### src/rtl/dca_matrix_row_loader.sv
// Matrix row loader: turns a load command into one sLX read per row
// and streams the returned rows to the MAC through a credited FIFO.
module dca_matrix_row_loader #(
  parameter int BW_ADDR    = 32,
  parameter int BW_DATA    = 128,
  parameter int BW_NUM_ROW = 8,
  parameter int BW_STRIDE  = 32,
  parameter int FIFO_DEPTH = 4
) (
  input  logic                    clk,
  input  logic                    rstnn,
  input  logic                    cmd_valid,
  output logic                    cmd_ready,
  input  logic [BW_ADDR-1:0]      cmd_addr,
  input  logic [BW_NUM_ROW-1:0]   cmd_num_row,
  input  logic [BW_STRIDE-1:0]    cmd_stride,
  output logic                    slxqvalid,
  input  logic [1:0]              slxqdready,
  output logic                    slxqlast,
  output logic                    slxqwrite,
  output logic [7:0]              slxqlen,
  output logic [2:0]              slxqsize,
  output logic [1:0]              slxqburst,
  output logic [BW_DATA/8-1:0]    slxqwstrb,
  output logic [BW_DATA-1:0]      slxqwdata,
  output logic [BW_ADDR-1:0]      slxqaddr,
  input  logic                    slxyvalid,
  input  logic                    slxylast,
  input  logic                    slxywreply,
  input  logic [1:0]              slxyresp,
  input  logic [BW_DATA-1:0]      slxyrdata,
  output logic [1:0]              slxydready,
  output logic                    row_valid,
  input  logic                    row_ready,
  output logic [BW_DATA-1:0]      row_data,
  output logic                    row_last,
  output logic                    busy,
  output logic                    done,
  output logic                    error
);

  localparam int BW_STRB = BW_DATA / 8;
  localparam int AW = (FIFO_DEPTH > 1) ? $clog2(FIFO_DEPTH) : 1;
  localparam int CW = $clog2(FIFO_DEPTH) + 1;

  localparam logic [1:0] S_IDLE  = 2'd0;
  localparam logic [1:0] S_ISSUE = 2'd1;
  localparam logic [1:0] S_DRAIN = 2'd2;
  localparam logic [1:0] S_DONE  = 2'd3;

  logic [1:0]            state;
  logic [1:0]            state_n;
  logic [BW_ADDR-1:0]    addr_q;
  logic [BW_NUM_ROW-1:0] num_row_q;
  logic [BW_STRIDE-1:0]  stride_q;
  logic [BW_NUM_ROW-1:0] issue_cnt;
  logic [BW_NUM_ROW-1:0] pop_cnt;
  logic [BW_NUM_ROW-1:0] last_idx;
  logic [CW-1:0]         outstanding;
  logic [CW-1:0]         fifo_cnt;
  logic [CW-1:0]         credit;
  logic [AW-1:0]         wr_ptr;
  logic [AW-1:0]         rd_ptr;
  logic [BW_DATA-1:0]    mem [FIFO_DEPTH];
  logic                  error_q;

  logic cmd_fire;
  logic req_fire;
  logic rsp_fire;
  logic pop_fire;
  logic in_xfer;
  logic unused_in;

  assign unused_in = &{1'b0, slxqdready[1],
                       slxylast, slxywreply};

  assign slxqlast  = 1'b1;
  assign slxqwrite = 1'b0;
  assign slxqlen   = 8'd0;
  assign slxqsize  = 3'($clog2(BW_STRB));
  assign slxqburst = 2'b01;
  assign slxqwstrb = '0;
  assign slxqwdata = '0;
  assign slxqaddr  = addr_q;

  // Reads in flight plus buffered rows never exceed the FIFO depth.
  assign credit = CW'(FIFO_DEPTH) - outstanding - fifo_cnt;

  assign cmd_ready  = (state == S_IDLE);
  assign in_xfer    = (state == S_ISSUE) || (state == S_DRAIN);
  assign slxqvalid  = (state == S_ISSUE) && (credit != '0);
  assign slxydready = {2{in_xfer}};

  assign cmd_fire = cmd_valid & cmd_ready;
  assign req_fire = slxqvalid & slxqdready[0];
  assign rsp_fire = slxyvalid & in_xfer;
  assign pop_fire = row_valid & row_ready;

  assign last_idx  = num_row_q - BW_NUM_ROW'(1);
  assign row_valid = (fifo_cnt != '0);
  assign row_data  = mem[rd_ptr];
  assign row_last  = row_valid && (pop_cnt == last_idx);

  assign busy  = (state != S_IDLE);
  assign done  = (state == S_DONE);
  assign error = error_q;

  always_comb begin
    state_n = state;
    unique case (state)
      S_IDLE: begin
        if (cmd_fire) begin
          state_n = (cmd_num_row == '0) ? S_DONE : S_ISSUE;
        end
      end
      S_ISSUE: begin
        if (req_fire && issue_cnt == last_idx) begin
          state_n = S_DRAIN;
        end
      end
      S_DRAIN: begin
        // Leave on the final pop so done follows it by one cycle.
        if ((pop_fire && pop_cnt == last_idx) ||
            pop_cnt == num_row_q) begin
          state_n = S_DONE;
        end
      end
      S_DONE:  state_n = S_IDLE;
      default: state_n = S_IDLE;
    endcase
  end

  always_ff @(posedge clk) begin
    if (!rstnn) begin
      state       <= S_IDLE;
      addr_q      <= '0;
      num_row_q   <= '0;
      stride_q    <= '0;
      issue_cnt   <= '0;
      pop_cnt     <= '0;
      outstanding <= '0;
      fifo_cnt    <= '0;
      wr_ptr      <= '0;
      rd_ptr      <= '0;
      error_q     <= 1'b0;
    end else begin
      state <= state_n;
      if (cmd_fire) begin
        addr_q    <= cmd_addr;
        num_row_q <= cmd_num_row;
        stride_q  <= cmd_stride;
        issue_cnt <= '0;
        pop_cnt   <= '0;
        error_q   <= 1'b0;
      end
      if (req_fire) begin
        issue_cnt <= issue_cnt + BW_NUM_ROW'(1);
        addr_q    <= addr_q + BW_ADDR'(stride_q);
      end
      if (rsp_fire && slxyresp != 2'b00) begin
        error_q <= 1'b1;
      end
      if (rsp_fire) begin
        wr_ptr <= wr_ptr + AW'(1);
      end
      if (pop_fire) begin
        rd_ptr  <= rd_ptr + AW'(1);
        pop_cnt <= pop_cnt + BW_NUM_ROW'(1);
      end
      unique case ({req_fire, rsp_fire})
        2'b10:   outstanding <= outstanding + CW'(1);
        2'b01:   outstanding <= outstanding - CW'(1);
        default: outstanding <= outstanding;
      endcase
      unique case ({rsp_fire, pop_fire})
        2'b10:   fifo_cnt <= fifo_cnt + CW'(1);
        2'b01:   fifo_cnt <= fifo_cnt - CW'(1);
        default: fifo_cnt <= fifo_cnt;
      endcase
    end
  end

  always_ff @(posedge clk) begin
    if (rsp_fire) begin
      mem[wr_ptr] <= slxyrdata;
    end
  end

endmodule

### config.mk
export PLATFORM = sky130hd
export DESIGN_NAME = dca_matrix_row_loader
export DESIGN_NICKNAME = d
export VERILOG_FILES = /design/src/rtl/dca_matrix_row_loader.sv
export SDC_FILE = /design/constraint.sdc
export NUM_CORES = 1
export LEC_CHECK = 0
export CELL_PAD_IN_SITES_DETAIL_PLACEMENT = 1
export CELL_PAD_IN_SITES_GLOBAL_PLACEMENT = 1
export CORE_MARGIN = 5
export CORE_UTILIZATION = 42
export DETAILED_ROUTE_END_ITERATION = 16
export PLACE_DENSITY_LB_ADDON = 0.1
export SLEW_MARGIN = 20
export SYNTH_ARGS = -nofsm -noshare
export SYNTH_HDL_FRONTEND = slang
export SYNTH_SLANG_ARGS = --single-unit
### constraint.sdc
create_clock -name clk -period 4.9 [get_ports clk]
set_input_delay 0.49 -clock clk [delete_from_list [all_inputs] [get_ports clk]]
set_output_delay 0.49 -clock clk [all_outputs]
set_load 0.01 [all_outputs]
==> flow_metrics.py <==
metrics = {
    "cts": {
        "cts-resized-gates": 0,
        "cts_inserted_buffers": 68,
        "clockBufferDepth": 3,
        "path_clk_slew_ns": 0.06,
        "clock_sinks": 615,
        "worstSkewPairLatency_ns": 0.59,
        "root_buffer": "clkbuf_16",
        "h-tree-depth": 3,
        "ctsHoldBuffers": 0,
        "postCtsSetupBuffers": 0,
        "cts_tree": "yes",
    },
    "synth": {
        "synth_cells": 1720,
        "synth_cell_type_count": 74,
        "ys_seq_area_share_pct": 66.3,
        "synth-main-ff-cell": "edfxtp_1",
        "yosysWarnings": 0,
        "synth-seq-cells": 615,
        "syn_area_per_cell_um2": 15.3,
        "syn_area_um2": 26300,
        "async_flop_share_pct": 0,
        "synth_edf_count": 512,
    },
    "cells_and_area": {
        "nets": 2373,
        "layout_commonest_cell": "edfxtp_1",
        "layout_common_cells": "edfxtp_1, clkdlybuf4s50_1, nand2_1, conb_1, mux4_2",
        "area_growth_pct": 25.1,
        "drive_above_1_share_pct": 13.3,
        "fillers": 6007,
        "fin_area_um2": 32900,
        "instances_no_fill": 3009,
    },
    "timing": {
        "rsz0062_at_grt": "false",
        "post-route-min-period_ns": 3.51,
        "setup_violations": 0,
        "fmax_mhz": 285,
        "maxSlewHeadroom_pct": 38.3,
        "worst_slack_ns": 1.39,
        "clock-skew-final_ns": 0.0149,
        "drv_slew": 0,
        "fin_crit_sh_pct": 71.7,
        "hold_viol": 0,
        "tns_ns": 0,
        "worstMarginPinSlew_ns": 0.925,
    },
    "setup_path": {
        "worstSetupEndpointType": "primary output",
        "crit_arrival_ns": 3.02,
        "cp_max_fo": 37,
        "cpMaxStageDelayCell": "dfxtp_4",
        "crit_required_ns": 4.41,
        "path_class": "reg -> out",
        "critical_path_depth": 3,
        "cpPeakStageDelay_ns": 0.89,
        "worst-path-buf-inv": 2,
        "path_cells": "buf_4 -> mux4_2 -> clkdlybuf4s50_1",
        "cpLargestDelayFamily": "buffers and inverters",
        "worstRegToRegCells": 11,
        "critPathLaunchType": "flip-flop",
    },
    "detailed_routing": {
        "vias_per_cell": 5.10,
        "wl_um": 67800,
        "dr.pass1.iters": 5,
        "drtIter0Drc": 746,
        "post_drt_wl_per_cell_um": 22.5,
        "antenna_left": 0,
        "drc": 0,
        "vias": 15345,
    },
    "pwr": {
        "p_leak_nw": 11.2,
        "powerDensity_nw_per_um2": 516,
        "ir_drop_v": 0.000286,
    },
    "run": {
        "maxCapViolations": 0,
    },
    "grt": {
        "grt_start_max_net_pins": 87,
        "antenna_found_initial": 11,
        "grt_pass1_vias": 16392,
        "gr-usage-all-layers_pct": 19.6,
        "grt_pass1_wl_um": 102000,
        "grt-ovfl-total": 0,
    },
    "worst_hold_path": {
        "hp-class": "in -> reg",
        "holdPathStages": 3,
    },
    "die": {
        "dieArea_um2": 67700,
        "core_area_um2": 61800,
        "initial_core_util_pct": 42.5,
        "pin_count": 539,
        "die_h_um": 260,
        "rows": 91,
        "die_w_um": 260,
    },
    "status": {
        "outcome": "finished, final reports clean",
    },
    "placed_design": {
        "numPortBuffers": 376,
        "placed_cell_area_um2": 30600,
        "dp_cells": 2879,
        "dpl.hpwl_um": 46800,
        "place.gp.congestion": 0.810,
        "dp_slack_ns": 1.81,
    },
}
-- cells by family (layout without fill, tap and decap cells) --
group	after synthesis	after routing	synth area share (%)
AOI/OAI and AO/OA	217	217	5.40
xor gates and xnor gates	52	52	1.73
adders and majority gates	50	50	2.47
buffers and inverters	268	558	6.14
DFF	615	615	66.3
muxes	139	139	11.4
other	2	164	0.0286
and+or+nand+nor	377	377	6.51
-- metrics by stage --
step / hold WS (ns) / util (%) / power [mW]
floorplan: 0.440 / - / 9.64
global placement: 0.443 / 49.4 / 11.8
detailed placement: 0.455 / 49.4 / 11.9
CTS: 0.393 / 53.2 / 17.3
global route: 0.433 / 53.2 / 17.9
finish: 0.440 / 53.2 / 17.0
-- cell usage after synthesis (8+ instances only) --
master	count	share of area, %
ha_1	47	2.2
inv_1	27	0.39
a21o_1	11	0.31
nand2_1	196	2.8
xor2_1	20	0.67
a311oi_1	18	0.60
edfxtp_1	512	58
o21ai_0	31	0.59
dfxtp_1	103	7.8
clkbuf_1	55	0.79
buf_4	161	4.6
a21oi_1	97	1.8
and3_1	14	0.33
buf_1	19	0.27
xnor2_1	32	1.1
nor4_1	9	0.21
nand3_1	30	0.57
mux4_2	128	11
nor2_1	74	1.1
mux2i_1	8	0.30
nand4_1	9	0.21
-- worst min-delay path: stages --
cell and delay (ns):
clkdlybuf4s50_1 0.40, nand2_1 0.06, a21oi_1 0.05
-- worst paths after layout --
check | from | to | slack [ns]
worst min register to register | stride_q[25] | stride_q[25] | 0.46
worst max register to register | slxqaddr[0] | slxqaddr[28] | 1.84
worst max-delay path | flip-flop | row_data[72] | 1.39
worst min-delay path | cmd_stride[10] | stride_q[10] | 0.44
-- registers in the layout (all words and copies together) (netlist names), named ones only --
name and cells:
mem 512, slxqaddr 32, stride_q 32, issue_cnt 8, num_row_q 8, pop_cnt 8, fifo_cnt 3, outstanding 3
rd_ptr 2, state 2, wr_ptr 2, error 1
-- layout make-up --
class / instances / area (µm²) / area share [%]
Tap cell: 837 / 1050 / 3.18
Multi-Input combinational cell: 994 / 7860 / 23.9
Timing Repair Buffer: 404 / 4100 / 12.5
Clock buffer: 83 / 1780 / 5.41
Clock inverter: 42 / 538 / 1.64
Antenna cell: 5 / 12.5 / 0.0380
Inverter: 29 / 109 / 0.331
Sequential cell: 615 / 17400 / 53.0
-- routing by layer --
| metal | routed length, µm | GRT usage (%) |
|---|---|---|
| met1 | 27000 | 24.7 |
| met2 | 35200 | 33.9 |
| met3 | 4470 | 5.16 |
| met4 | 1070 | 4.74 |
| met5 | 76 | 0 |
-- power breakdown --
group          switching [mW]  total [mW]  internal, mW
logic                    2.60        5.08          2.48
registers               0.328        6.64          6.31
clock network            2.11        5.27          3.16
total                    5.04        17.0          11.9
(Power assumes the default switching activity.)
